**config.mk**
```make
export PLATFORM = sky130hd
export DESIGN_NAME = hit_count_display_flat
export DESIGN_NICKNAME = d
export VERILOG_FILES = /design/src/rtl/hit_count_display_if.sv /design/src/rtl/hit_count_display.sv /design/src/flat_wrapper.sv
export SDC_FILE = /design/constraint.sdc
export NUM_CORES = 1
export LEC_CHECK = 0
export BUFFER_PORTS_ARGS = -buffer_cell sky130_fd_sc_hd__clkbuf_2
export CAP_MARGIN = 30
export CORE_ASPECT_RATIO = 1.1
export CORE_UTILIZATION = 55
export DETAILED_ROUTE_END_ITERATION = 7
export GPL_TIMING_DRIVEN = 0
export PLACE_DENSITY = 0.77
export SYNTH_ARGS = -nofsm -noshare
export SYNTH_HDL_FRONTEND = slang
export SYNTH_SLANG_ARGS = --single-unit
export TNS_END_PERCENT = 20
```
**constraint.sdc**
```tcl
create_clock -name i_clk -period 3 [get_ports i_clk]
set_clock_uncertainty 0.2 [all_clocks]
set_input_delay 0.3 -clock i_clk [delete_from_list [all_inputs] [get_ports i_clk]]
set_output_delay 0.3 -clock i_clk [all_outputs]
set_load 0.01 [all_outputs]
```
**src/rtl/hit_count_display_if.sv**
```systemverilog
// Bus bundle between the hit-count source and the BCD/7-segment display block.
// It carries the capture strobe, the converted result and the display drive.
interface hit_count_display_if #(
  parameter int unsigned NumDig = 4,
  parameter int unsigned DataW  = 14
);
  logic [DataW-1:0]    i_data;
  logic                i_valid;
  logic [NumDig*4-1:0] o_bcd;
  logic                o_bcd_valid;
  logic                o_ovf;
  logic                o_busy;
  logic [6:0]          o_seg;
  logic [NumDig-1:0]   o_an;

  modport master (
    output i_data, i_valid,
    input  o_bcd, o_bcd_valid, o_ovf, o_busy, o_seg, o_an
  );

  modport slave (
    input  i_data, i_valid,
    output o_bcd, o_bcd_valid, o_ovf, o_busy, o_seg, o_an
  );
endinterface

```
**src/rtl/hit_count_display.sv**
```systemverilog
// Captures binary hit counts, converts them to saturated packed BCD with a
// sequential double-dabble engine and scans them onto a multiplexed 7-seg display.
module hit_count_display #(
  parameter int unsigned NumDig  = 4,
  parameter int unsigned DataW   = 14,
  parameter int unsigned ScanDiv = 50000
) (
  input  logic               i_clk,
  input  logic               i_rst_n,
  hit_count_display_if.slave bus
);

  localparam int unsigned BcdW   = NumDig * 4;
  localparam int unsigned MaxVal = (10 ** NumDig) - 1;
  localparam int unsigned MaxW   = $clog2(MaxVal + 1);
  localparam int unsigned CmpW   = (DataW > MaxW) ? DataW : MaxW;
  localparam int unsigned CntW   = (DataW > 1) ? $clog2(DataW) : 1;
  localparam int unsigned ScanW  = $clog2(ScanDiv);
  localparam int unsigned IdxW   = (NumDig > 1) ? $clog2(NumDig) : 1;

  typedef enum logic [1:0] {
    S_IDLE,
    S_LOAD,
    S_SHIFT,
    S_DONE
  } state_e;

  state_e            state_q, state_d;
  logic [DataW-1:0]  work_q, work_d;
  logic [BcdW-1:0]   acc_q, acc_d;
  logic [CntW-1:0]   cnt_q, cnt_d;
  logic              ovf_nxt_q, ovf_nxt_d;
  logic [DataW-1:0]  pend_q, pend_d;
  logic              pend_vld_q, pend_vld_d;
  logic [BcdW-1:0]   bcd_q, bcd_d;
  logic              bcd_vld_q, bcd_vld_d;
  logic              ovf_q, ovf_d;
  logic              busy_q, busy_d;
  logic [ScanW-1:0]  scan_q, scan_d;
  logic [IdxW-1:0]   idx_q, idx_d;

  logic [BcdW-1:0]   adj_c;
  logic [NumDig-1:0] lit_c;
  logic              nz_above_c;
  logic [3:0]        digit_c;
  logic [6:0]        seg_c;
  logic [NumDig-1:0] an_c;

  // Add-3 correction applied to every nibble before each shift.
  always_comb begin
    adj_c = acc_q;
    for (int i = 0; i < int'(NumDig); i++) begin
      if (acc_q[i*4 +: 4] >= 4'd5) adj_c[i*4 +: 4] = acc_q[i*4 +: 4] + 4'd3;
    end
  end

  // Conversion FSM, capture and pending-buffer control.
  always_comb begin
    state_d    = state_q;
    work_d     = work_q;
    acc_d      = acc_q;
    cnt_d      = cnt_q;
    ovf_nxt_d  = ovf_nxt_q;
    pend_d     = pend_q;
    pend_vld_d = pend_vld_q;
    bcd_d      = bcd_q;
    ovf_d      = ovf_q;
    bcd_vld_d  = 1'b0;

    if (bus.i_valid && (state_q != S_IDLE)) begin
      pend_d     = bus.i_data;
      pend_vld_d = 1'b1;
    end

    case (state_q)
      S_IDLE: begin
        if (bus.i_valid) begin
          work_d  = bus.i_data;
          state_d = S_LOAD;
        end
      end
      S_LOAD: begin
        if (CmpW'(work_q) > CmpW'(MaxVal)) begin
          work_d    = DataW'(MaxVal);
          ovf_nxt_d = 1'b1;
        end else begin
          ovf_nxt_d = 1'b0;
        end
        acc_d   = '0;
        cnt_d   = '0;
        state_d = S_SHIFT;
      end
      S_SHIFT: begin
        {acc_d, work_d} = {adj_c[BcdW-2:0], work_q, 1'b0};
        cnt_d           = cnt_q + CntW'(1);
        if (cnt_q == CntW'(DataW - 1)) state_d = S_DONE;
      end
      S_DONE: begin
        bcd_d     = acc_q;
        ovf_d     = ovf_nxt_q;
        bcd_vld_d = 1'b1;
        // A strobe landing in this cycle counts as pending and wins over an older one.
        if (pend_vld_q || bus.i_valid) begin
          work_d     = bus.i_valid ? bus.i_data : pend_q;
          pend_vld_d = 1'b0;
          state_d    = S_LOAD;
        end else begin
          state_d = S_IDLE;
        end
      end
      default: state_d = S_IDLE;
    endcase

    busy_d = (state_d != S_IDLE);
  end

  // Free-running digit scan.
  always_comb begin
    scan_d = scan_q + ScanW'(1);
    idx_d  = idx_q;
    if (scan_q == ScanW'(ScanDiv - 1)) begin
      scan_d = '0;
      idx_d  = (idx_q == IdxW'(NumDig - 1)) ? '0 : idx_q + IdxW'(1);
    end
  end

  // Leading-zero blanking mask; digit 0 always lit.
  always_comb begin
    nz_above_c = 1'b0;
    lit_c      = '0;
    for (int i = int'(NumDig) - 1; i >= 0; i--) begin
      nz_above_c = nz_above_c | (bcd_q[i*4 +: 4] != 4'd0);
      lit_c[i]   = nz_above_c;
    end
    lit_c[0] = 1'b1;
  end

  always_comb begin
    digit_c = bcd_q[4*int'(idx_q) +: 4];
    case (digit_c)
      4'd0:    seg_c = 7'h40;
      4'd1:    seg_c = 7'h79;
      4'd2:    seg_c = 7'h24;
      4'd3:    seg_c = 7'h30;
      4'd4:    seg_c = 7'h19;
      4'd5:    seg_c = 7'h12;
      4'd6:    seg_c = 7'h02;
      4'd7:    seg_c = 7'h78;
      4'd8:    seg_c = 7'h00;
      4'd9:    seg_c = 7'h10;
      default: seg_c = 7'h7F;
    endcase
    if (!lit_c[idx_q]) seg_c = 7'h7F;
    an_c = ~(NumDig'(1) << idx_q);
  end

  always_ff @(posedge i_clk or negedge i_rst_n) begin
    if (!i_rst_n) begin
      state_q    <= S_IDLE;
      work_q     <= '0;
      acc_q      <= '0;
      cnt_q      <= '0;
      ovf_nxt_q  <= 1'b0;
      pend_q     <= '0;
      pend_vld_q <= 1'b0;
      bcd_q      <= '0;
      bcd_vld_q  <= 1'b0;
      ovf_q      <= 1'b0;
      busy_q     <= 1'b0;
      scan_q     <= '0;
      idx_q      <= '0;
    end else begin
      state_q    <= state_d;
      work_q     <= work_d;
      acc_q      <= acc_d;
      cnt_q      <= cnt_d;
      ovf_nxt_q  <= ovf_nxt_d;
      pend_q     <= pend_d;
      pend_vld_q <= pend_vld_d;
      bcd_q      <= bcd_d;
      bcd_vld_q  <= bcd_vld_d;
      ovf_q      <= ovf_d;
      busy_q     <= busy_d;
      scan_q     <= scan_d;
      idx_q      <= idx_d;
    end
  end

  assign bus.o_bcd       = bcd_q;
  assign bus.o_bcd_valid = bcd_vld_q;
  assign bus.o_ovf       = ovf_q;
  assign bus.o_busy      = busy_q;
  assign bus.o_seg       = seg_c;
  assign bus.o_an        = an_c;

endmodule

```
**src/flat_wrapper.sv**
```systemverilog
// flat-port wrapper written by rule: the top's interface ports become plain ports
module hit_count_display_flat 
#(
  parameter int unsigned NumDig  = 4,
  parameter int unsigned DataW   = 14,
  parameter int unsigned ScanDiv = 50000
)
  (i_clk, i_rst_n, bus_i_data, bus_i_valid, bus_o_bcd, bus_o_bcd_valid, bus_o_ovf, bus_o_busy, bus_o_seg, bus_o_an);
  hit_count_display_if #(.NumDig(NumDig), .DataW(DataW)) bus_i ();
  input  logic i_clk;
  input  logic i_rst_n;
  input wire logic [$bits(bus_i.i_data)-1:0] bus_i_data;
  input wire logic [$bits(bus_i.i_valid)-1:0] bus_i_valid;
  output wire logic [$bits(bus_i.o_bcd)-1:0] bus_o_bcd;
  output wire logic [$bits(bus_i.o_bcd_valid)-1:0] bus_o_bcd_valid;
  output wire logic [$bits(bus_i.o_ovf)-1:0] bus_o_ovf;
  output wire logic [$bits(bus_i.o_busy)-1:0] bus_o_busy;
  output wire logic [$bits(bus_i.o_seg)-1:0] bus_o_seg;
  output wire logic [$bits(bus_i.o_an)-1:0] bus_o_an;
  assign bus_i.i_data = bus_i_data;
  assign bus_i.i_valid = bus_i_valid;
  assign bus_o_bcd = bus_i.o_bcd;
  assign bus_o_bcd_valid = bus_i.o_bcd_valid;
  assign bus_o_ovf = bus_i.o_ovf;
  assign bus_o_busy = bus_i.o_busy;
  assign bus_o_seg = bus_i.o_seg;
  assign bus_o_an = bus_i.o_an;
  hit_count_display #(.NumDig(NumDig), .DataW(DataW), .ScanDiv(ScanDiv)) u_core (.i_clk(i_clk), .i_rst_n(i_rst_n), .bus(bus_i));
endmodule
```
==> metrics.txt <==
status=finished clean; P_int=2.60 mW; DP Area=0.00521 mm^2; GRT Residual Overflow=0; Final Max Slew Viols=0; nets=526; fillers=696; Gate Count Post-Synth=426; ANT nets after route=0; Slowest cell on crit path=mux4_2; CTS H-tree lvls=3; Starting DRT DRC Count=151; peak supply drop=0.000552 V; Mapped Avg Cell Area=11.3 um^2; Seq/Total Area, Yosys=46.3%; family with the most delay on the worst path=multiplexers; dpl cells=584; initial antenna violation count=0; Cell variety after synth=55; WP buf/inv=3; clk sinks=89; Synth area leaders=dfrtp_1 (46%), mux2_2 (9.4%), ha_1 (6.2%); drt via density=5.74; largest net degree at the start of global routing=56; Crit path required time=2.50 ns; P_sw=1.61 mW; Final Wtd Congestion=0.855; synth cell count leaders=dfrtp_1 (89), mux2_2 (40), inv_1 (37); synthesized area=0.00481 mm^2; port bufs=46; unrepaired setup endpoints after global routing=false; share of the synthesized area in the top cell type=46.3%; CP arrival=2.31 ns; DRC viols=0; die area=0.00913 mm^2; Synth Net Count=467; highest clock rate=356 MHz; Max transition margin=58.8%; min cycle time layout=2.81 ns; first-pass GRT wire length=16.0 mm; Hold Fails Final Rpt=0; top-count cell post-synth=dfrtp_1; via count=3,442; min-delay worst type=in -> reg; clock buffer depth=2; final cell utilization of the core=63.8%; fin crit share=93.6%; #FFs+latches synth=89; Final setup viols=0; CP cell instances=buf_6 > mux4_2 > inv_1 > ha_1 > nor2b_4 > a211oi_2 > o22ai_1 > clkbuf_2; Syn. warnings=0; PwrDens=780 mW/mm^2; Switching Fraction=38.2%; crit path max fanout=7; number of global-route vias before repair=3,352; Worst setup SP type=flip-flop; final WL=9.18 mm; ys async rst share=100%; Reg clk slew, reported paths=0.09 ns; final cell count without fillers=600; max cap viols=0; Synth area leader=dfrtp_1; Total Routing Usage GR=21.9%; sequential share of power=39.5%; Main synth FF type=dfrtp_1; DP HPWL=6.65 mm; Post-synth EDFFs=0; layout cell share with drive strength beyond 1=27.2%; Post-CTS Setup Bufs=0; Worst Max-Slew Pin Slew=0.612 ns; final setup TNS=0 ns; CTS buffer count=9; Leakage=2.49 nW; row cnt=35; critical path type=reg -> out; slowest stage delay, CP=0.57 ns; CP Capture Type=output pin; CORE AREA=0.00845 mm^2; Clk Tree Root Cell=clkbuf_8; drt pass-1 iters=6; Die Y=100 um; worst skew pair latency=0.35 ns; Logic pwr share=43.2%; die span in x=91.2 um; routed wire length per instance=15.3 um; clock share of power=17.3%; Ports=47; TritonCTS clock tree=built; n_diodes=0; Layout area overhead=11.9%; Initial Util=57.0%; final instance area=0.00539 mm^2
==> kinds of logic after synthesis <==
kind of cell	count (synthesis)	synth area share, %
xor gates and xnor gates	19	3.46
AOI/OAI and AO/OA	93	14.6
adders and majority gates	24	6.24
buffers and inverters	59	5.35
and+or+nand+nor	85	10.1
muxes	57	14.1
DFF	89	46.3
==> power groups by stage <==
stage                     sequential, mW  clock (mW)  combinational, mW
after floorplan                     1.64           0               1.36
after detailed placement            1.68           0               1.82
after global placement              1.67           0               1.75
after global routing                1.69       0.787               2.01
after CTS                           1.66       0.741               1.82
final                               1.66       0.729               1.81
==> layout by cell type, fill, tap and decap left out, drive strengths merged, types with 8 or more instances in the layout <==
master / count
o21ai: 22
clkbuf: 63
nand3: 13
xor2: 8
nand2: 11
mux2: 42
dfrtp: 89
a22o: 19
nor2: 21
buf: 15
xnor2: 11
inv: 38
ha: 24
nand2b: 10
mux2i: 11
a21oi: 15
==> worst reg2reg max path: stages (launching register included) <==
cell      delay, ns
dfrtp_1        0.43
inv_1          0.10
ha_1           0.17
clkbuf_1       0.37
inv_1          0.19
o221ai_4       0.33
buf_8          0.20
mux2_2         0.34
==> layout make-up <==
cell class / instances / area (um^2) / area share [%]
multi-input cells: 278 / 2330 / 43.2
flip-flops and latches: 89 / 2230 / 41.3
repair buffers: 48 / 270 / 5.02
inverters: 37 / 139 / 2.58
well taps: 111 / 139 / 2.58
clock buffers: 9 / 124 / 2.30
plain buffers: 22 / 119 / 2.21
clock inverters: 6 / 45.0 / 0.836
==> registers in the layout, summed over array words and instances (netlist names), 2 cells and up <==
signal / cells
u_core.cnt_q: 4
u_core.acc_q: 16
u_core.pend_q: 14
u_core.bus.o_bcd: 16
u_core.scan_q: 16
u_core.state_q: 2
u_core.work_q: 14
u_core.idx_q: 2
==> stage by stage <==
stage                     total power [mW]  hold WS, ns  worst slack, ns
after floorplan                       3.00       -0.196            0.645
after global placement                3.42        0.267            0.418
after detailed placement              3.50        0.131            0.468
after CTS                             4.22     0.000820           0.0715
after global routing                  4.49      0.00141           0.0458
final                                 4.20       0.0110            0.193
==> routing by layer <==
metal  global-route usage (%)  vias to the layer above  part of all wire (%)
met3                     3.03                       10                   3.3
met2                     37.8                       85                    49
met1                     28.9                     1695                    46
met4                     7.20                        0                   1.2
met5                        0                        -                     0
li1                         -                     1652                     -
==> timing repair <==
action	4_1_cts	5_1_grt
gates resized for setup	0	2
hold buffers	1	0
endpoints found under the setup margin	0	2
hold endpoints to repair	34	0
==> path summary, 6_finish.rpt <==
kind | startpoint | end | slack [ns] | cells after the start
setup / recovery | u_core.idx_q[0] | bus_o_seg[4] | 0.19 | 8
hold / removal | bus_i_data[3] | u_core.pend_q[3] | 0.01 | 2
setup reg to reg | u_core.state_q[1] | u_core.work_q[9] | 0.57 | 7
hold reg to reg | u_core.scan_q[0] | u_core.scan_q[0] | 0.28 | 1
max in group asynchronous | i_rst_n | u_core.work_q[12] | 1.68 | 3
min in group asynchronous | i_rst_n | u_core.bus.o_bcd[14] | 0.27 | 2
Note: power is estimated with default switching activity, not from simulation.
